[config.mk]
export PLATFORM = sky130hd
export DESIGN_NAME = sal_cmd_arb
export DESIGN_NICKNAME = d
export VERILOG_FILES = /design/src/rtl/sal_cmd_arb.sv
export SDC_FILE = /design/constraint.sdc
export NUM_CORES = 1
export LEC_CHECK = 0
export BUFFER_PORTS_ARGS = -buffer_cell sky130_fd_sc_hd__buf_2
export CAP_MARGIN = 20
export CORE_MARGIN = 2
export CORE_UTILIZATION = 58
export CTS_CLUSTER_SIZE = 20
export DETAILED_ROUTE_END_ITERATION = 8
export PLACE_DENSITY = 0.86
export RECOVER_POWER = 25
export SYNTH_ARGS = -nofsm -noshare
export SYNTH_HDL_FRONTEND = slang
export SYNTH_SLANG_ARGS = --single-unit
[constraint.sdc]
create_clock -name clk -period 6.6 [get_ports clk]
set_clock_uncertainty 0.15 [all_clocks]
set_input_delay 1.32 -clock clk [delete_from_list [all_inputs] [get_ports clk]]
set_output_delay 1.32 -clock clk [all_outputs]
set_load 0.02 [all_outputs]
[src/rtl/sal_cmd_arb.sv]
`default_nettype none
// ============================================================================
// Module   : sal_cmd_arb
// Purpose  : Single-slot DFI command arbiter shared by NUM_BK bank
//            controllers. Class priority REF > PRE > CAS > ACT, round-robin
//            inside a class, with tRRD / tCCD / tWTR spacing counters.
//            Grants are combinational from requests and registered state.
// Options  : `define SAL_CMD_ARB_STARVE_EN adds per-bank 8-bit wait counters;
//            a bank whose counter reaches STARVE_LIMIT and has an eligible
//            request wins over class priority and the round-robin pointer.
// Revision : 1.0  initial release
// ============================================================================
module sal_cmd_arb #(
  parameter int NUM_BK       = 4,
  parameter int STARVE_LIMIT = 15
) (
  input  logic              clk,
  input  logic              rst_n,
  input  logic [NUM_BK-1:0] act_req_i,
  input  logic [NUM_BK-1:0] cas_req_i,
  input  logic [NUM_BK-1:0] cas_wr_i,
  input  logic [NUM_BK-1:0] pre_req_i,
  input  logic [NUM_BK-1:0] ref_req_i,
  input  logic [3:0]        t_rrd_i,
  input  logic [2:0]        t_ccd_i,
  input  logic [3:0]        t_wtr_i,
  output logic [NUM_BK-1:0] gnt_o,
  output logic [2:0]        gnt_cmd_o,
  output logic              gnt_valid_o
);

  localparam int PTR_W = (NUM_BK > 1) ? $clog2(NUM_BK) : 1;

  localparam logic [2:0] c_CMD_NOP = 3'd0;
  localparam logic [2:0] c_CMD_ACT = 3'd1;
  localparam logic [2:0] c_CMD_RD  = 3'd2;
  localparam logic [2:0] c_CMD_WR  = 3'd3;
  localparam logic [2:0] c_CMD_PRE = 3'd4;
  localparam logic [2:0] c_CMD_REF = 3'd5;

  // Elaboration-time range guard on the configuration parameters
  if (NUM_BK < 2 || NUM_BK > 8 || STARVE_LIMIT < 1 || STARVE_LIMIT > 255) begin : g_bad_param
    $error("sal_cmd_arb: NUM_BK must be 2..8 and STARVE_LIMIT 1..255");
  end

  logic [PTR_W-1:0] r_rr_ptr;
  logic [3:0]       r_rrd_cnt;
  logic [2:0]       r_ccd_cnt;
  logic [3:0]       r_wtr_cnt;

  logic [NUM_BK-1:0] w_act_el;
  logic [NUM_BK-1:0] w_cas_el;
  logic [NUM_BK-1:0] w_pre_el;
  logic [NUM_BK-1:0] w_ref_el;
  logic [NUM_BK-1:0] w_any_el;
  logic [NUM_BK-1:0] w_any_req;
  logic [NUM_BK-1:0] w_cls_mask;
  logic [2:0]        w_bank_cmd [NUM_BK];
  logic              w_found;
  logic [PTR_W-1:0]  w_sel;
  logic [PTR_W:0]    w_idx;
  logic [PTR_W-1:0]  w_ptr_nxt;

  // REF and PRE have no spacing constraint; ACT waits on tRRD as a whole
  assign w_ref_el  = ref_req_i;
  assign w_pre_el  = pre_req_i;
  assign w_act_el  = (r_rrd_cnt == 4'd0) ? act_req_i : '0;
  assign w_any_el  = w_ref_el | w_pre_el | w_cas_el | w_act_el;
  assign w_any_req = act_req_i | cas_req_i | pre_req_i | ref_req_i;

  // Per-bank CAS eligibility (RD also needs tWTR clear) and the command the
  // bank would issue: its highest eligible class. The bank picked inside the
  // globally highest class necessarily has that class as its own highest.
  for (genvar b = 0; b < NUM_BK; b++) begin : g_bank
    assign w_cas_el[b] = cas_req_i[b] && (r_ccd_cnt == 3'd0) &&
                         (cas_wr_i[b] || (r_wtr_cnt == 4'd0));
    assign w_bank_cmd[b] = w_ref_el[b] ? c_CMD_REF :
                           w_pre_el[b] ? c_CMD_PRE :
                           w_cas_el[b] ? (cas_wr_i[b] ? c_CMD_WR : c_CMD_RD) :
                           w_act_el[b] ? c_CMD_ACT : c_CMD_NOP;
  end : g_bank

`ifdef SAL_CMD_ARB_STARVE_EN
  logic [7:0] r_wait [NUM_BK];

  // Per-bank wait counters: count unserved cycles, clear on grant or idle
  for (genvar b = 0; b < NUM_BK; b++) begin : g_wait
    always_ff @(posedge clk) begin
      if (!rst_n) begin
        r_wait[b] <= 8'd0;
      end else if (!w_any_req[b] || gnt_o[b]) begin
        r_wait[b] <= 8'd0;
      end else if (r_wait[b] != 8'(STARVE_LIMIT)) begin
        r_wait[b] <= r_wait[b] + 8'd1;
      end
    end
  end : g_wait
`endif

  // Pick the highest class that holds at least one eligible request
  always_comb begin
    w_cls_mask = '0;
    if (|w_ref_el)      w_cls_mask = w_ref_el;
    else if (|w_pre_el) w_cls_mask = w_pre_el;
    else if (|w_cas_el) w_cls_mask = w_cas_el;
    else                w_cls_mask = w_act_el;
  end

  // Round-robin search from r_rr_ptr upward with wrap, then starvation override
  always_comb begin
    w_found = 1'b0;
    w_sel   = '0;
    w_idx   = '0;
    for (int i = 0; i < NUM_BK; i++) begin
      w_idx = {1'b0, r_rr_ptr} + (PTR_W+1)'(i);
      if (w_idx >= (PTR_W+1)'(NUM_BK)) begin
        w_idx = w_idx - (PTR_W+1)'(NUM_BK);
      end
      if (!w_found && w_cls_mask[w_idx[PTR_W-1:0]]) begin
        w_found = 1'b1;
        w_sel   = w_idx[PTR_W-1:0];
      end
    end
`ifdef SAL_CMD_ARB_STARVE_EN
    // Descending scan so the lowest-index starving bank is the last to win
    for (int b = NUM_BK - 1; b >= 0; b--) begin
      if ((r_wait[b] == 8'(STARVE_LIMIT)) && w_any_el[b]) begin
        w_found = 1'b1;
        w_sel   = PTR_W'(b);
      end
    end
`endif
  end

  // Outputs are forced idle while reset is asserted
  assign gnt_valid_o = rst_n && w_found;
  assign gnt_o       = gnt_valid_o ? (NUM_BK'(1) << w_sel) : '0;
  assign gnt_cmd_o   = gnt_valid_o ? w_bank_cmd[w_sel] : c_CMD_NOP;
  assign w_ptr_nxt   = (w_sel == PTR_W'(NUM_BK - 1)) ? '0 : w_sel + 1'b1;

  // Pointer advance and spacing counters: load (t-1, floor 0) on grant, else count down
  always_ff @(posedge clk) begin
    if (!rst_n) begin
      r_rr_ptr  <= '0;
      r_rrd_cnt <= 4'd0;
      r_ccd_cnt <= 3'd0;
      r_wtr_cnt <= 4'd0;
    end else begin
      if (gnt_valid_o) begin
        r_rr_ptr <= w_ptr_nxt;
      end

      if (gnt_valid_o && (gnt_cmd_o == c_CMD_ACT)) begin
        r_rrd_cnt <= (t_rrd_i == 4'd0) ? 4'd0 : t_rrd_i - 4'd1;
      end else if (r_rrd_cnt != 4'd0) begin
        r_rrd_cnt <= r_rrd_cnt - 4'd1;
      end

      if (gnt_valid_o && ((gnt_cmd_o == c_CMD_RD) || (gnt_cmd_o == c_CMD_WR))) begin
        r_ccd_cnt <= (t_ccd_i == 3'd0) ? 3'd0 : t_ccd_i - 3'd1;
      end else if (r_ccd_cnt != 3'd0) begin
        r_ccd_cnt <= r_ccd_cnt - 3'd1;
      end

      if (gnt_valid_o && (gnt_cmd_o == c_CMD_WR)) begin
        r_wtr_cnt <= (t_wtr_i == 4'd0) ? 4'd0 : t_wtr_i - 4'd1;
      end else if (r_wtr_cnt != 4'd0) begin
        r_wtr_cnt <= r_wtr_cnt - 4'd1;
      end
    end
  end

endmodule : sal_cmd_arb
`default_nettype wire

==> results of run 1 <==
==> worst min path at each step <==
stage	from	end	slack [ns]
after floorplan	r_rr_ptr[0]	r_rr_ptr[0]	0.33
after global placement	r_rr_ptr[0]	r_rr_ptr[0]	0.37
final	r_rr_ptr[0]	r_rr_ptr[0]	0.38
after detailed placement	r_rr_ptr[0]	r_rr_ptr[0]	0.36
after global routing	r_rr_ptr[0]	r_rr_ptr[0]	0.43
after CTS	r_rr_ptr[0]	r_rr_ptr[0]	0.38
==> power by group <==
part,switching (W),internal [W]
clock network,0.0000296,0.0000235
logic,0.000239,0.000195
registers,0.0000299,0.000109
==> metal layers <==
metal  global-route usage, %  part of all wire, %  vias up
met5                       0                    0        -
met4                    8.64                  1.7        0
met3                    2.68                  6.3        8
met2                    41.9                   46       63
met1                    31.3                   45      738
li1                        -                    -      877
==> layout make-up <==
cell class                      count  area share (%)
Multi-Input combinational cell    179            69.1
Sequential cell                    13            13.6
Timing Repair Buffer               41            10.8
Inverter                           16            3.13
Tap cell                           31            2.02
Clock buffer                        4            1.37
==> registers in the layout, summed over array words and instances, names as in the netlist <==
register and cells:
r_rrd_cnt 4, r_wtr_cnt 4, r_ccd_cnt 3, r_rr_ptr 2
==> placed cells by master (no fill, tap or decap), types with 2 or more instances in the layout <==
cell type  netlist  layout
a211oi_4         2       2
a21boi_1         2       2
a21o_1           2       2
a21oi_1          3       3
a31oi_1          3       3
a32oi_1          3       3
and2_1           3       3
and3_1           4       4
buf_2            0      40
clkbuf_4         0       3
dfxtp_1         13      13
ha_1            11      11
inv_1           15      15
mux2_2           4       4
mux2i_1          4       5
nand2_1         25      25
nand2b_1         3       3
nand3_1          4       5
nand3b_1         2       2
nor2_1          16      16
nor2b_1          2       2
nor3_1           8       8
nor3b_4          2       2
nor4_1           2       2
nor4_2           2       2
o211ai_1         5       5
o211ai_2         3       3
o21a_1           4       4
o21ai_0         12      13
o21ai_1          4       3
o21ai_2          3       3
o311ai_0         2       2
o31ai_1          2       2
or3_1            3       3
or4_1            2       2
xnor2_1          4       4
==> worst register-to-register path, stage by stage (launching register included) <==
cell and delay (ns):
dfxtp_1 0.34, inv_1 0.08, ha_1 0.18, nor3b_4 0.39, o211ai_1 0.19, nor4b_1 0.65, o21ai_0 0.19, a21oi_1 0.41
nor3_4 0.12, mux2_2 0.31, mux2i_1 0.42, nand3_1 0.28, mux2i_1 0.17
==> per-stage QoR <==
| stage | instances | setup slack (ns) | power (W) | area (µm²) |
|---|---|---|---|---|
| 6_report | 284 | 0.838 | 0.000625 | 1920 |
| 5_1_grt | 284 | 0.481 | 0.000685 | 1920 |
| 4_1_cts | 284 | 1.16 | 0.000635 | 1950 |
| 3_5_place_dp | 280 | 1.17 | 0.000581 | 1930 |
| 3_3_place_gp | 280 | 1.32 | 0.000573 | 1930 |
| 2_1_floorplan | 212 | 1.68 | 0.000488 | 1690 |
==> cell families (layout without fill, tap and decap cells) <==
| logic type | Yosys count | in the layout | share of synthesized area [%] |
|---|---|---|---|
| buffers and inverters | 20 | 61 | 4.43 |
| XOR/XNOR | 4 | 4 | 2.07 |
| multiplexers | 10 | 10 | 7.16 |
| AND/OR/NAND/NOR | 92 | 92 | 33.4 |
| flip-flops | 13 | 13 | 15.4 |
| adder cells (fa/ha/maj) | 11 | 11 | 8.12 |
| AO/OA/AOI/OAI | 62 | 62 | 29.5 |
==> qor.yml, run 1 <==
finalWeightedCongestion: 0.986
synth_top_area_share_pct: 15.4
regArea_um2: 260
period_share_pct: 87.3
cts_made_buffers: 3
syn_inst: 212
nNetsFinal: 298
dp_hpwl_um: 3160
path_cells: "buf_2 -> nor4_2 -> nand2_1 -> nor4b_1 -> o21ai_0 -> a21oi_1 -> nor3_4 -> a2111oi_0 -> o31a_1 -> inv_1 -> buf_2"
yosysMostFrequentCell: "nand2_1"
cts.sinks: 13
crit_top_cell: "buf_2"
insertion_delay_ns: 0.28
hold_ws_ns: 0.382
antenna_found_initial: 0
firstDrtPassIters: 4
dieWidth_um: 58.0
io_pins: 41
r2r_end: "r_rrd_cnt[0]"
crit_family: "compound AO/OA/AOI/OAI gates"
dr_total_vias: 1686
crit_type: "in2out"
worst-r2r-setup-slack_ns: 2.62
finalHoldViolations: 0
crit_cells: 11
synth_edf_count: 0
critPathBufInv: 3
fill_cells: 225
worstSetupStartpoint: "ref_req_i[0]"
fp.coreArea_mm2: 0.00276
multi_input_comb_area_mm2: 0.00133
cts_htree_levels: 1
reg2reg_depth: 12
clk_pin_slew_ns: 0.09
rsz0062_at_grt: "no"
synth_cell_type_count: 64
drtAntennaViolNets: 0
initial_core_util_pct: 61.4
clk_path_buf_depth: 2
post_drt_via_cell_ratio: 5.94
yosysSeqAreaShare_pct: 15.4
drive_gt1_share_pct: 29.2
antenna_cells: 0
finalSetupViolations: 0
grt_pass1_wl_um: 6470
post-cts-setup-buffer-count: 0
holdBufCountCts: 0
synth_area_leaders: "dfxtp_1 (15%), ha_1 (8.1%), nand2_1 (5.5%)"
avgRoutedWirePerCell_um: 13.5
setup.worst_path.end: "gnt_cmd_o[0]"
grt_pass1_vias: 1490
layout_min_cycle_time_ns: 5.76
worstHoldPathType: "reg2reg"
cp_data_arrival_time_ns: 4.29
fp.dieH_um: 58.0
power_per_cell_area_mw_per_mm2: 326
grt_usage_pct: 24.3
hold_path_depth: 2
rows: 19
drt_iter0_markers: 133
finalSetupTns_ns: 0
synth_common_cells: "nand2_1 (25), nor2_1 (16), inv_1 (15)"
syn_area_mm2: 0.00169
synth_nets: 256
cpPeakStageDelay_ns: 0.67
worstMarginPinSlew_ns: 0.685
cts_tree: "built"
drv_cap: 0
fmax_ghz: 0.174
areaGrowthSynthToFinish_pct: 13.3
cp-end-kind: "primary output"
power_leakage_nw: 0.839
synth_flop_cell: "dfxtp_1"
drc: 0
cts_root_buffer: "clkbuf_4"
drt-total-wl_um: 3840
overflow: 0
final_util_pct: 69.6
drv_slew: 0
grt_start_max_net_pins: 25
path_max_fanout: 6
outcome: "finished clean"
yosysWarnings: 0
slew_headroom_pct: 53.7
cp.required_ns: 5.13
cpMaxStageDelayCell: "nor4b_1"
ys_ff_latch: 13
dieArea_mm2: 0.00337
start_kind: "input port"
r2r-start: "r_rrd_cnt[0]"
peakVddDrop_uv: 277
io_buffers: 40
syn_avg_cell_area_um2: 7.99
async_flop_share_pct: 0
post_cts_resized: 0
synth_top_cell_by_area: "dfxtp_1"
(Power assumes the default switching activity.)
==> run 2: changes to the inputs <==
--- a/config.mk
+++ b/config.mk
@@ -8,10 +8,10 @@
 export BUFFER_PORTS_ARGS = -buffer_cell sky130_fd_sc_hd__buf_2
 export CAP_MARGIN = 20
 export CORE_MARGIN = 2
-export CORE_UTILIZATION = 58
+export CORE_UTILIZATION = 35
 export CTS_CLUSTER_SIZE = 20
 export DETAILED_ROUTE_END_ITERATION = 8
-export PLACE_DENSITY = 0.86
+export HOLD_SLACK_MARGIN = 0.08
 export RECOVER_POWER = 25
 export SYNTH_ARGS = -nofsm -noshare
 export SYNTH_HDL_FRONTEND = slang
==> run 2 against run 1 <==
Compared with the run above:
- combinational power is essentially flat
- total power grew 3.2%
- first-iteration DRC count shrank 40%
- fmax grew 1.0%
- via count shrank 2.2%
- final area grew 2.2%
- non-clock buffer count is the same
- setup slack gained 0.058 ns
- global-route usage shrank 8.3 points
- flip-flop and latch count is the same
- routed wire length grew 6.3%
- die area grew 61%
==> qor.yml, run 2 (synthesis results as in run 1) <==
outcome: "finished clean"
worst-r2r-setup-slack_ns: 2.45  # -0.17 ns
crit_top_cell: "buf_2"
crit_family: "compound AO/OA/AOI/OAI gates"
dieWidth_um: 73.6  # +27%
worstHoldPathType: "reg2reg"
start_kind: "input port"
drt_iter0_markers: 80  # -40%
grt_pass1_vias: 1487  # -0.20%
hold_start: "r_rr_ptr[0]"
r2r_end: "r_rrd_cnt[1]"
post-cts-setup-buffer-count: 0  # unchanged
cp_data_arrival_time_ns: 4.23  # -0.06 ns
power_per_cell_area_mw_per_mm2: 329  # +1.0%
finalHoldViolations: 0  # unchanged
drc: 0  # unchanged
crit_cells: 11  # unchanged
dr_total_vias: 1649  # -2.2%
dp_hpwl_um: 3390  # +7.3%
cp.required_ns: 5.13  # about the same
grt_pass1_wl_um: 6800  # +5.2%
slew_headroom_pct: 52.6  # -1.1 points
placed_area_mm2: 0.00195  # +1.5%
antenna_cells: 0  # unchanged
drive_gt1_share_pct: 28.9  # -0.40 points
drv_slew: 0  # unchanged
final_common_cell: "buf_2"
finalWeightedCongestion: 0.950  # -3.6%
nNetsFinal: 298  # unchanged
r2r-start: "r_wtr_cnt[0]"
fp.dieH_um: 73.6  # +27%
crit_type: "in2out"
rsz0062_at_grt: "no"
io_buffers: 40  # unchanged
clk_pin_slew_ns: 0.06  # -0.03 ns
post-place-ws_ns: 1.19  # +0.0243 ns
cts.sinks: 13  # unchanged
dieArea_mm2: 0.00541  # +61%
cts_root_buffer: "clkbuf_8"
cpMaxStageDelayCell: "nor4b_1"
cts_tree: "built"
firstDrtPassIters: 4  # unchanged
fmax_ghz: 0.175  # +1.0%
drt-total-wl_um: 4080  # +6.3%
areaGrowthSynthToFinish_pct: 15.8
critPathBufInv: 3  # unchanged
reg2reg_depth: 12  # unchanged
drtAntennaViolNets: 0  # unchanged
final_cell_mix: "buf_2 (40), nand2_1 (25), nor2_1 (16)"
rows: 25  # +6
post_cts_resized: 0  # unchanged
drv_cap: 0  # unchanged
grt_start_max_net_pins: 25  # unchanged
path_max_fanout: 6  # unchanged
overflow: 0  # unchanged
layout_min_cycle_time_ns: 5.70  # -0.0577 ns
period_share_pct: 86.4  # -0.87 points
power_leakage_nw: 0.844  # +0.62%
finalSetupTns_ns: 0  # unchanged
reg_top3: "r_rrd_cnt: 4 flops, r_wtr_cnt: 4 flops, r_ccd_cnt: 3 flops"
final_cell_area_mm2: 0.00196  # +2.2%
final_util_pct: 41.8  # -28 points
setup.worst_path.end: "gnt_cmd_o[0]"
worstSetupStartpoint: "pre_req_i[1]"
fin_ws_ns: 0.896  # +0.0577 ns
antenna_found_initial: 0  # unchanged
insertion_delay_ns: 0.24  # -0.04 ns
clk_path_buf_depth: 2  # unchanged
worstMarginPinSlew_ns: 0.702  # +0.0167 ns
path_cells: "buf_2 -> nor4_2 -> nand2_1 -> nor4b_1 -> o21ai_2 -> a211oi_4 -> nor3_4 -> a2111oi_0 -> o31a_1 -> inv_1 -> buf_2"
power_w: 0.000646  # +3.2%
post_drt_via_cell_ratio: 5.37  # -9.5%
cpPeakStageDelay_ns: 0.68  # about the same
holdBufCountCts: 0  # unchanged
fp.coreArea_mm2: 0.00469  # +70%
cp-end-kind: "primary output"
initial_core_util_pct: 36.1  # -25 points
finalSetupViolations: 0  # unchanged
cts_htree_levels: 1  # unchanged
io_pins: 41  # unchanged
grt_usage_pct: 15.9  # -8.3 points
peakVddDrop_uv: 146  # -47%
avgRoutedWirePerCell_um: 13.3  # -1.6%
cts_made_buffers: 3  # unchanged
-- run 2: cell counts in the layout (fill, tap and decap cells not counted) --
Identical to the previous run, type by type.
-- run 2: cell type report --
type | count | area (µm²)
inverters | 16 | 60.1
flip-flops and latches | 13 | 260
well taps | 54 | 67.6
fillers | 501 | 2730
multi-input cells | 179 | 1320
clock buffers | 4 | 45.0
repair buffers | 41 | 208
-- run 2: worst register-to-register path, stage by stage (launching register included) --
cell	delay (ns)
dfxtp_1	0.36
inv_1	0.06
ha_1	0.25
nor3b_4	0.21
o211ai_1	0.48
nor4b_1	0.65
o21ai_2	0.19
a211oi_4	0.39
nor3_4	0.11
mux2_2	0.31
mux2i_1	0.41
nand3_1	0.29
mux2i_1	0.18
-- run 2: report_power, final --
group | internal (W) | switching, W
logic | 0.000194 | 0.000241
registers | 0.000109 | 0.0000301
clock network | 0.0000426 | 0.0000288
-- run 2: per-stage QoR --
stage	std cells	hold WS [ns]
2_1_floorplan	212	0.326
3_3_place_gp	303	0.341
3_5_place_dp	303	0.359
4_1_cts	307	0.373
5_1_grt	307	0.385
6_report	307	0.372
-- run 2: worst min path at each step --
stage	end	slack (ns)	depth (start not counted)
4_1_cts	r_rr_ptr[0]	0.37	2
6_report	r_rr_ptr[0]	0.37	2
3_5_place_dp	r_rr_ptr[0]	0.36	2
2_1_floorplan	r_rr_ptr[0]	0.33	2
5_1_grt	r_rr_ptr[0]	0.38	2
3_3_place_gp	r_rr_ptr[0]	0.34	2
-- run 2: routing by layer --
layer	global-route usage, %	vias up	share of wire [%]	routed length, µm
met3	1.51	6	4.3	176
met1	21.0	721	49	1990
met5	0	-	0	0
met4	5.45	0	1.4	59
met2	27.1	46	45	1860
li1	-	876	-	-
==> run 3: changes to the inputs <==
==> constraint.sdc (replaced) <==
create_clock -name clk -period 7.41 [get_ports clk]
set_clock_uncertainty 0.15 [all_clocks]
set_input_delay 1.482 -clock clk [delete_from_list [all_inputs] [get_ports clk]]
set_output_delay 1.482 -clock clk [all_outputs]
set_load 0.02 [all_outputs]
==> run 3 against run 2 <==
Compared with the run above:
- sequential share of layout area about the same
- total power decreased by 10%
- global-route usage increased by 0.51 points
- critical path depth unchanged
- clock power decreased by 9.7%
- non-clock buffer count unchanged
- highest routed layer unchanged
==> qor.yml, run 3 (synthesis results as in run 1) <==
fp.dieH_um: 73.6  # unchanged
drt_iter0_markers: 89  # +11%
grt_start_max_net_pins: 25  # unchanged
firstDrtPassIters: 4  # unchanged
clk_pin_slew_ns: 0.06  # about the same
peakVddDrop_uv: 111  # -24%
drc: 0  # unchanged
finalSetupViolations: 0  # unchanged
placed_area_mm2: 0.00195  # unchanged
power_leakage_nw: 0.846  # +0.25%
cts_made_buffers: 3  # unchanged
drt-total-wl_um: 4170  # +2.1%
rows: 25  # unchanged
initial_core_util_pct: 36.1  # unchanged
areaGrowthSynthToFinish_pct: 15.7  # about the same
dieArea_mm2: 0.00541  # unchanged
start_kind: "input port"
final_cell_area_mm2: 0.00196  # about the same
crit_type: "in2out"
drv_cap: 0  # unchanged
post_drt_via_cell_ratio: 5.43  # +1.1%
io_buffers: 40  # unchanged
hold_ws_ns: 0.363  # -0.00938 ns
cp.required_ns: 5.78  # +0.65 ns
cp-end-kind: "primary output"
power_per_cell_area_mw_per_mm2: 295  # -10%
antenna_cells: 0  # unchanged
cp_data_arrival_time_ns: 4.45  # +0.22 ns
post-cts-setup-buffer-count: 0  # unchanged
worstHoldPathType: "reg2reg"
cts.sinks: 13  # unchanged
layout_min_cycle_time_ns: 6.08
final_cell_mix: "buf_2 (40), nand2_1 (25), nor2_1 (16)"
drv_slew: 0  # unchanged
dieWidth_um: 73.6  # unchanged
slew_headroom_pct: 53.8  # +1.3 points
cts_root_buffer: "clkbuf_8"
rsz0062_at_grt: "no"
nNetsFinal: 298  # unchanged
grt_pass1_wl_um: 6930  # +1.9%
grt_pass1_vias: 1480  # -0.47%
avgRoutedWirePerCell_um: 13.6  # +2.1%
post-place-ws_ns: 1.68  # +0.488 ns
dr_total_vias: 1667  # +1.1%
overflow: 0  # unchanged
fin_ws_ns: 1.33  # +0.433 ns
insertion_delay_ns: 0.24  # about the same
post_cts_resized: 0  # unchanged
clk_path_buf_depth: 2  # unchanged
layoutNonFillerInstCount: 307  # unchanged
drtAntennaViolNets: 0  # unchanged
reg_top3: "r_rrd_cnt: 4 flops, r_wtr_cnt: 4 flops, r_ccd_cnt: 3 flops"
dp_cells: 303  # unchanged
cts_htree_levels: 1  # unchanged
antenna_found_initial: 0  # unchanged
grt_usage_pct: 16.5  # +0.51 points
worstMarginPinSlew_ns: 0.683  # -0.0190 ns
path_max_fanout: 6  # unchanged
finalSetupTns_ns: 0  # unchanged
finalHoldViolations: 0  # unchanged
dp_hpwl_um: 3400  # +0.33%
finalWeightedCongestion: 0.953  # +0.24%
outcome: "finished clean"
fp.coreArea_mm2: 0.00469  # unchanged
final_common_cell: "buf_2"
io_pins: 41  # unchanged
holdBufCountCts: 0  # unchanged
period_share_pct: 82.1
fmax_ghz: 0.164
drive_gt1_share_pct: 28.9  # unchanged
cts_tree: "built"
==> run 3: cell count changes in the layout (fill, tap and decap cells not counted) <==
| cell | change |
|---|---|
| o211ai_2 | +1 |
| nor4_1 | +1 |
| o21ai_0 | +1 |
| o21ai_1 | -1 |
| o211ai_1 | -1 |
| nor4_2 | -1 |
==> run 3: cell type report <==
class | instances | area (µm²)
Clock buffer | 4 | 45.0
Multi-Input combinational cell | 179 | 1320
Timing Repair Buffer | 41 | 208
Tap cell | 54 | 67.6
Inverter | 16 | 60.1
Sequential cell | 13 | 260
Fill cell | 500 | 2730
==> run 3: per-stage QoR <==
step	util (%)	total power (W)
after floorplan	-	0.000435
after global placement	41.7	0.000520
after detailed placement	41.7	0.000523
after CTS	42.6	0.000591
after global routing	41.8	0.000640
final	41.8	0.000578
==> run 3: worst max-delay path: stages <==
cell,delay (ns)
buf_2,0.14
nor4_1,0.34
nand2_1,0.21
nor4b_1,0.67
o21ai_0,0.19
a21oi_1,0.40
nor3_4,0.11
a2111oi_0,0.39
o31a_1,0.30
inv_1,0.06
buf_2,0.16
==> run 3: path summary, 6_finish.rpt <==
| kind | slack [ns] | start | to | depth (start not counted) |
|---|---|---|---|---|
| worst max-delay path | 1.33 | pre_req_i[0] | gnt_cmd_o[0] | 11 |
| worst min-delay path | 0.36 | r_rr_ptr[0] | r_rr_ptr[0] | 2 |
| worst max register to register | 3.43 | r_rrd_cnt[0] | r_rrd_cnt[1] | 12 |
| worst min register to register | 0.36 | r_rr_ptr[0] | r_rr_ptr[0] | 2 |
==> run 3: per-layer routing <==
metal  GRT usage, %  share of wire, %  wire, µm
met1           21.5                47      1960
met2           28.1                47      1970
met3           1.78               4.2       176
met4           5.45               1.4        58
met5              0                 0         0
==> run 3: power breakdown <==
part           switching, W  internal, W
logic              0.000217     0.000173
clock network     0.0000265    0.0000380
registers         0.0000270    0.0000969
